### config.mk
export PLATFORM = sky130hd
export DESIGN_NAME = wave_meter
export DESIGN_NICKNAME = d
export VERILOG_FILES = /design/src/rtl/wave_meter.sv
export SDC_FILE = /design/constraint.sdc
export NUM_CORES = 1
export LEC_CHECK = 0
export CAP_MARGIN = 20
export CELL_PAD_IN_SITES_DETAIL_PLACEMENT = 1
export CELL_PAD_IN_SITES_GLOBAL_PLACEMENT = 2
export CORE_ASPECT_RATIO = 1.4
export CORE_MARGIN = 2
export CORE_UTILIZATION = 39
export CTS_CLUSTER_DIAMETER = 150
export CTS_CLUSTER_SIZE = 30
export DETAILED_ROUTE_END_ITERATION = 8
export DONT_BUFFER_PORTS = 1
export PLACE_DENSITY_LB_ADDON = 0.08
export SETUP_SLACK_MARGIN = 0.5
export SLEW_MARGIN = 20
export SYNTH_ARGS = -nofsm -noshare
export SYNTH_HDL_FRONTEND = slang
export SYNTH_SLANG_ARGS = --single-unit
### constraint.sdc
create_clock -name clk -period 2.4 [get_ports clk]
set_input_delay 0.48 -clock clk [delete_from_list [all_inputs] [get_ports clk]]
set_output_delay 0.48 -clock clk [all_outputs]
set_load 0.005 [all_outputs]
### src/rtl/wave_meter.sv
`default_nettype none
// ============================================================================
// Module      : wave_meter
// Description : Period / peak / trough meter for the 8-bit DDS sample stream.
//               A hysteresis comparator around mid-scale qualifies rising
//               crossings; the span between two crossings is one period.
//               Optional macro WAVE_METER_AVG_EN averages 4 periods per report.
// Revision    : 1.0 - initial release
// ============================================================================
module wave_meter #(
  parameter int CNT_W = 16,
  parameter int HYST  = 8
) (
  input  logic             clk,
  input  logic             rst_n,
  input  logic [7:0]       sample_in,
  input  logic             enable,
  output logic [CNT_W-1:0] period,
  output logic [7:0]       vmax,
  output logic [7:0]       vmin,
  output logic             meas_valid,
  output logic             timeout
);

  localparam logic [7:0]       HI_TH   = 8'(128 + HYST);
  localparam logic [7:0]       LO_TH   = 8'(128 - HYST);
  localparam logic [CNT_W-1:0] CNT_MAX = '1;
  localparam logic [CNT_W-1:0] CNT_ONE = CNT_W'(1);

  typedef enum logic [1:0] {
    SEEK = 2'd0,
    ARM  = 2'd1,
    MEAS = 2'd2
  } state_t;

  state_t           state, state_nxt;
  logic [7:0]       s1;
  logic             cmp, cmp_q;
  logic             rise;
  logic [CNT_W-1:0] cnt;
  logic [7:0]       mx, mn;
  logic             do_start, do_meas, do_tout, do_count;

  // Input register plus hysteresis comparator and its one-cycle history
  always_ff @(posedge clk) begin
    if (!rst_n) begin
      s1    <= 8'd0;
      cmp   <= 1'b0;
      cmp_q <= 1'b0;
    end else begin
      s1 <= sample_in;
      if (s1 >= HI_TH)      cmp <= 1'b1;
      else if (s1 <= LO_TH) cmp <= 1'b0;
      cmp_q <= cmp;
    end
  end

  assign rise = cmp & ~cmp_q;

  // State register
  always_ff @(posedge clk) begin
    if (!rst_n) state <= SEEK;
    else        state <= state_nxt;
  end

  // Next state and datapath strobes; a rise always beats a saturated counter
  always_comb begin
    state_nxt = state;
    do_start  = 1'b0;
    do_meas   = 1'b0;
    do_tout   = 1'b0;
    do_count  = 1'b0;
    if (!enable) begin
      state_nxt = SEEK;
    end else begin
      case (state)
        SEEK: if (!cmp) state_nxt = ARM;
        ARM: begin
          if (rise) begin
            do_start  = 1'b1;
            state_nxt = MEAS;
          end else if (cnt == CNT_MAX) begin
            do_tout   = 1'b1;
            state_nxt = SEEK;
          end else begin
            do_count = 1'b1;
          end
        end
        MEAS: begin
          if (rise) begin
            do_meas = 1'b1;
          end else if (cnt == CNT_MAX) begin
            do_tout   = 1'b1;
            state_nxt = SEEK;
          end else begin
            do_count = 1'b1;
          end
        end
        default: state_nxt = SEEK;
      endcase
    end
  end

`ifdef WAVE_METER_AVG_EN
  logic [CNT_W+1:0] acc;
  logic [1:0]       acc_n;
  logic [7:0]       acc_mx, acc_mn;
  logic [CNT_W+1:0] acc_sum;
  logic [7:0]       blk_mx, blk_mn;

  // Running sum and extremes including the period that is closing now
  always_comb begin
    acc_sum = acc + {2'b00, cnt};
    blk_mx  = (acc_n == 2'd0 || mx > acc_mx) ? mx : acc_mx;
    blk_mn  = (acc_n == 2'd0 || mn < acc_mn) ? mn : acc_mn;
  end
`endif

  // Counter, trackers and output registers
  always_ff @(posedge clk) begin
    if (!rst_n) begin
      cnt        <= '0;
      mx         <= 8'd0;
      mn         <= 8'd0;
      period     <= '0;
      vmax       <= 8'd0;
      vmin       <= 8'd0;
      meas_valid <= 1'b0;
      timeout    <= 1'b0;
`ifdef WAVE_METER_AVG_EN
      acc        <= '0;
      acc_n      <= 2'd0;
      acc_mx     <= 8'd0;
      acc_mn     <= 8'd0;
`endif
    end else begin
      meas_valid <= 1'b0;
      if (!enable || state == SEEK) cnt <= '0;
`ifdef WAVE_METER_AVG_EN
      // A partial 4-period block never survives leaving MEAS
      if (state != MEAS || do_tout) begin
        acc   <= '0;
        acc_n <= 2'd0;
      end
`endif
      if (do_count) begin
        cnt <= cnt + CNT_ONE;
        if (state == MEAS) begin
          if (s1 > mx) mx <= s1;
          if (s1 < mn) mn <= s1;
        end
      end
      if (do_start || do_meas) begin
        cnt <= CNT_ONE;
        mx  <= s1;
        mn  <= s1;
      end
      if (do_meas) begin
`ifdef WAVE_METER_AVG_EN
        if (acc_n == 2'd3) begin
          period     <= acc_sum[CNT_W+1:2];
          vmax       <= blk_mx;
          vmin       <= blk_mn;
          meas_valid <= 1'b1;
          timeout    <= 1'b0;
          acc        <= '0;
          acc_n      <= 2'd0;
        end else begin
          acc    <= acc_sum;
          acc_mx <= blk_mx;
          acc_mn <= blk_mn;
          acc_n  <= acc_n + 2'd1;
        end
`else
        period     <= cnt;
        vmax       <= mx;
        vmin       <= mn;
        meas_valid <= 1'b1;
        timeout    <= 1'b0;
`endif
      end
      if (do_tout) begin
        cnt        <= '0;
        period     <= CNT_MAX;
        vmax       <= mx;
        vmin       <= mn;
        meas_valid <= 1'b1;
        timeout    <= 1'b1;
      end
    end
  end

endmodule
`default_nettype wire
==> metrics.yaml <==
layout:
  nets: 434
  area_delta_synth_final_pct: 20.93
  layout_commonest_cell: "sky130_fd_sc_hd__dfxtp_1"
  instances_no_fill: 515
  final_layout_size_suffix_gt1_share_pct: 21.57
  final_core_utilization_pct: 48.88
  insertedDiodeCount: 0
  mostFrequentLayoutCells: "sky130_fd_sc_hd__dfxtp_1 (61), sky130_fd_sc_hd__mux2i_1 (47), sky130_fd_sc_hd__nand2_1 (30)"
floorplan:
  floorplan.die.height_um: 118.8
  initial_utilization_pct: 40.42
  die_width_um: 85.98
  fp.dieArea_um2: 10210
  core_area_um2: 9080
  site_rows: 41
  floorplan.io_pins: 45
run:
  max_cap_viols: 0
global_routing:
  grt_pass1_vias: 2923
  grt_overflow: 0
  antenna_violations_before_repair: 0
  groute.usage.overall_pct: 18.85
  grt_first_pass_wirelength_um: 14990
  maximum_number_of_pins_on_one_net_before_global_route_repair: 72
power:
  internal_power_mw: 2.174
  power.leakage_nw: 1.828
  clock_share_of_power_pct: 47.7
  switching_power_mw: 0.6142
  comb_power_share_pct: 4.8
  power_density_of_the_placed_cells_nw_per_um2: 628.2
  share_seq_of_total_power_pct: 47.4
  power.ir.vdd_worst_mv: 0.3774
  switching_part_of_the_total_pct: 22.03
placement:
  place_inst: 483
  place_congestion: 0.7999
  place_worst_setup_slack_ns: 0.1551
  placement.io_buffers: 0
  place_hpwl_um: 6116
routing:
  detail_route.first_pass.iterations: 4
  drc: 0
  wirelength_um: 9069
  routedWlPerCell_um: 17.61
  detail-route-antenna-nets: 0
  met3_length_um: 236
  met2_routed_length_um: 4991
  route.detailed.vias_per_inst: 5.417
  dr.max_layer_used: "met4"
  wl_met1_um: 3646
  num_vias: 2790
  drt-initial-drc-count: 69
logic_synthesis:
  synthesis.area_per_instance_um2: 9.557
  yosys_register_bits: 78
  synth_top_flop_cell: "sky130_fd_sc_hd__dfxtp_1"
  synth-edff-count: 0
  synth_top_cells_by_area: "sky130_fd_sc_hd__dfxtp_1 (43%), sky130_fd_sc_hd__mux2i_1 (13%), sky130_fd_sc_hd__ha_1 (6.8%)"
  synth.yosys.seq_area_share_pct: 42.55
  synth-warning-count: 0
  synth_top_cell_area_share_pct: 42.55
  synth_async_sr_flop_share_pct: 0
  yosysUniqueCellTypes: 45
  syn-num-nets: 415
  syn_inst: 384
  synth.cell_area_um2: 3670
  synth.largest_area_cell: "sky130_fd_sc_hd__dfxtp_1"
clock_tree:
  clock_buffers_created_by_tritoncts: 9
  clock_tree_from_tritoncts: "yes"
  clk_latency_ns: 0.33
  clock_sinks: 78
  cts_root_buffer: "sky130_fd_sc_hd__clkbuf_16"
  ctsHtreeMaxLevel: 3
  clk_transition_reported_paths_ns: 0.06
  clock_path_buffers: 2
sta:
  slew_headroom_pct: 75.05
  timing.final.setup_violations: 0
  postLayoutSetupSlackWorst_ns: 0.5262
  top_achievable_clock_speed_ghz: 0.5337
  timing.final.max_slew_violations: 0
  finalCritPeriodShare_pct: 78.08
  setup-tns-final_ns: 0
  finalWorstPathRequiredPeriod_ns: 1.874
  grt_setup_unrepaired: "yes"
  worst_slew_pin_slew_ns: 0.3742
  final_hold_viol_count: 0
  clock-skew-final_ns: 0.005972
critical_path:
  worst_setup_path_start_kind: "flop"
  cp_data_arrival_time_ns: 2.10
  worst-path-max-fanout: 8
  reg2reg_slack_ns: 0.53
  crit_type: "reg2reg"
  worst_setup_path_end_kind: "flop"
  worst_ep_required_time_ns: 2.63
worst_hold_path:
  hold_path.class: "in2reg"
status:
  run_status: "completed"
-- routing by layer --
layer,vias up,track usage (%)
li1,1365,-
met1,1366,21.22
met2,45,33.96
met3,14,4.050
met4,0,7.044
met5,-,0
-- sequential cells by signal, summed over array words and instances, names as in the netlist --
| register | cells |
|---|---|
| cmp | 1 |
| cmp_q | 1 |
| cnt | 16 |
| meas_valid | 1 |
| mn | 8 |
| mx | 8 |
| period | 16 |
| s1 | 8 |
| state | 2 |
| timeout | 1 |
| vmax | 8 |
| vmin | 8 |
-- cell families (layout without fill, tap and decap cells) --
logic type / after synthesis / after routing / synth area share (%)
buf+inv: 36 / 60 / 4.603
fa+ha+maj: 20 / 20 / 6.819
mux: 47 / 47 / 12.82
xor+xnor: 8 / 8 / 1.909
flops: 78 / 78 / 42.55
compound gates: 58 / 58 / 11.22
simple gates: 137 / 137 / 20.08
-- Yosys cell counts, types with 2 or more instances --
cell	number
sky130_fd_sc_hd__buf_6	4
sky130_fd_sc_hd__xnor2_1	4
sky130_fd_sc_hd__nand3_1	12
sky130_fd_sc_hd__xor2_1	4
sky130_fd_sc_hd__dfxtp_1	78
sky130_fd_sc_hd__nor3_1	3
sky130_fd_sc_hd__a211oi_1	5
sky130_fd_sc_hd__a21oi_1	10
sky130_fd_sc_hd__clkbuf_1	10
sky130_fd_sc_hd__a21boi_0	18
sky130_fd_sc_hd__nand2b_1	2
sky130_fd_sc_hd__o31ai_1	2
sky130_fd_sc_hd__nand4b_1	3
sky130_fd_sc_hd__and3_1	4
sky130_fd_sc_hd__nand2_1	32
sky130_fd_sc_hd__and2_1	12
sky130_fd_sc_hd__or3_1	2
sky130_fd_sc_hd__nor2_1	25
sky130_fd_sc_hd__ha_1	20
sky130_fd_sc_hd__o21ai_0	10
sky130_fd_sc_hd__mux2i_1	47
sky130_fd_sc_hd__nand4_1	2
sky130_fd_sc_hd__nor2b_1	29
sky130_fd_sc_hd__and4_1	3
sky130_fd_sc_hd__inv_1	19
sky130_fd_sc_hd__a31oi_1	3
sky130_fd_sc_hd__buf_2	3
-- final cells by class --
class                           count  area, um2
Inverter                           19      71.32
Clock inverter                      6      62.56
Tap cell                          107      133.9
Clock buffer                       10      229.0
Timing Repair Buffer               25      232.7
Multi-Input combinational cell    270       2113
Sequential cell                    78       1595
Fill cell                        1011       4642
-- worst max-delay path: stages (launching register included) --
cell and delay, ns:
sky130_fd_sc_hd__dfxtp_4 0.38, sky130_fd_sc_hd__ha_4 0.16, sky130_fd_sc_hd__nand3_4 0.10, sky130_fd_sc_hd__and4bb_4 0.42, sky130_fd_sc_hd__a21oi_4 0.12, sky130_fd_sc_hd__a31oi_4 0.18, sky130_fd_sc_hd__buf_12 0.16, sky130_fd_sc_hd__mux2i_1 0.20
sky130_fd_sc_hd__nor2b_1 0.06
-- what timing repair did --
item,4_1_cts,5_1_grt
gates resized for setup,30,33
buffers inserted,9,7
setup endpoints to repair,48,48
hold buffers,0,0
pin swaps,7,11
-- per-stage QoR --
| step | hold WS [ns] | total power [mW] | instance area, um2 |
|---|---|---|---|
| final | 0.2719 | 2.788 | 4438 |
| after CTS | 0.2442 | 2.826 | 4272 |
| after global placement | 0.4651 | 1.451 | 3776 |
| after floorplan | 0.4471 | 1.435 | 3675 |
| after global routing | 0.2553 | 2.914 | 4438 |
| after detailed placement | 0.4747 | 1.454 | 3776 |
-- power groups by stage --
stage | clock network, mW | logic [mW] | registers, mW
after floorplan | 0 | 0.0905 | 1.34
after global placement | 0 | 0.0989 | 1.35
after detailed placement | 0 | 0.102 | 1.35
after CTS | 1.38 | 0.124 | 1.32
after global routing | 1.44 | 0.151 | 1.32
final | 1.33 | 0.135 | 1.32
-- final timing paths --
check	from	end	cells after the start
worst max-delay path	cnt[0]	mn[5]	8
worst min register to register	mx[1]	mx[1]	2
worst max register to register	cnt[0]	mn[5]	8
worst min-delay path	rst_n	s1[6]	1
Note: power is estimated with default switching activity, not from simulation.
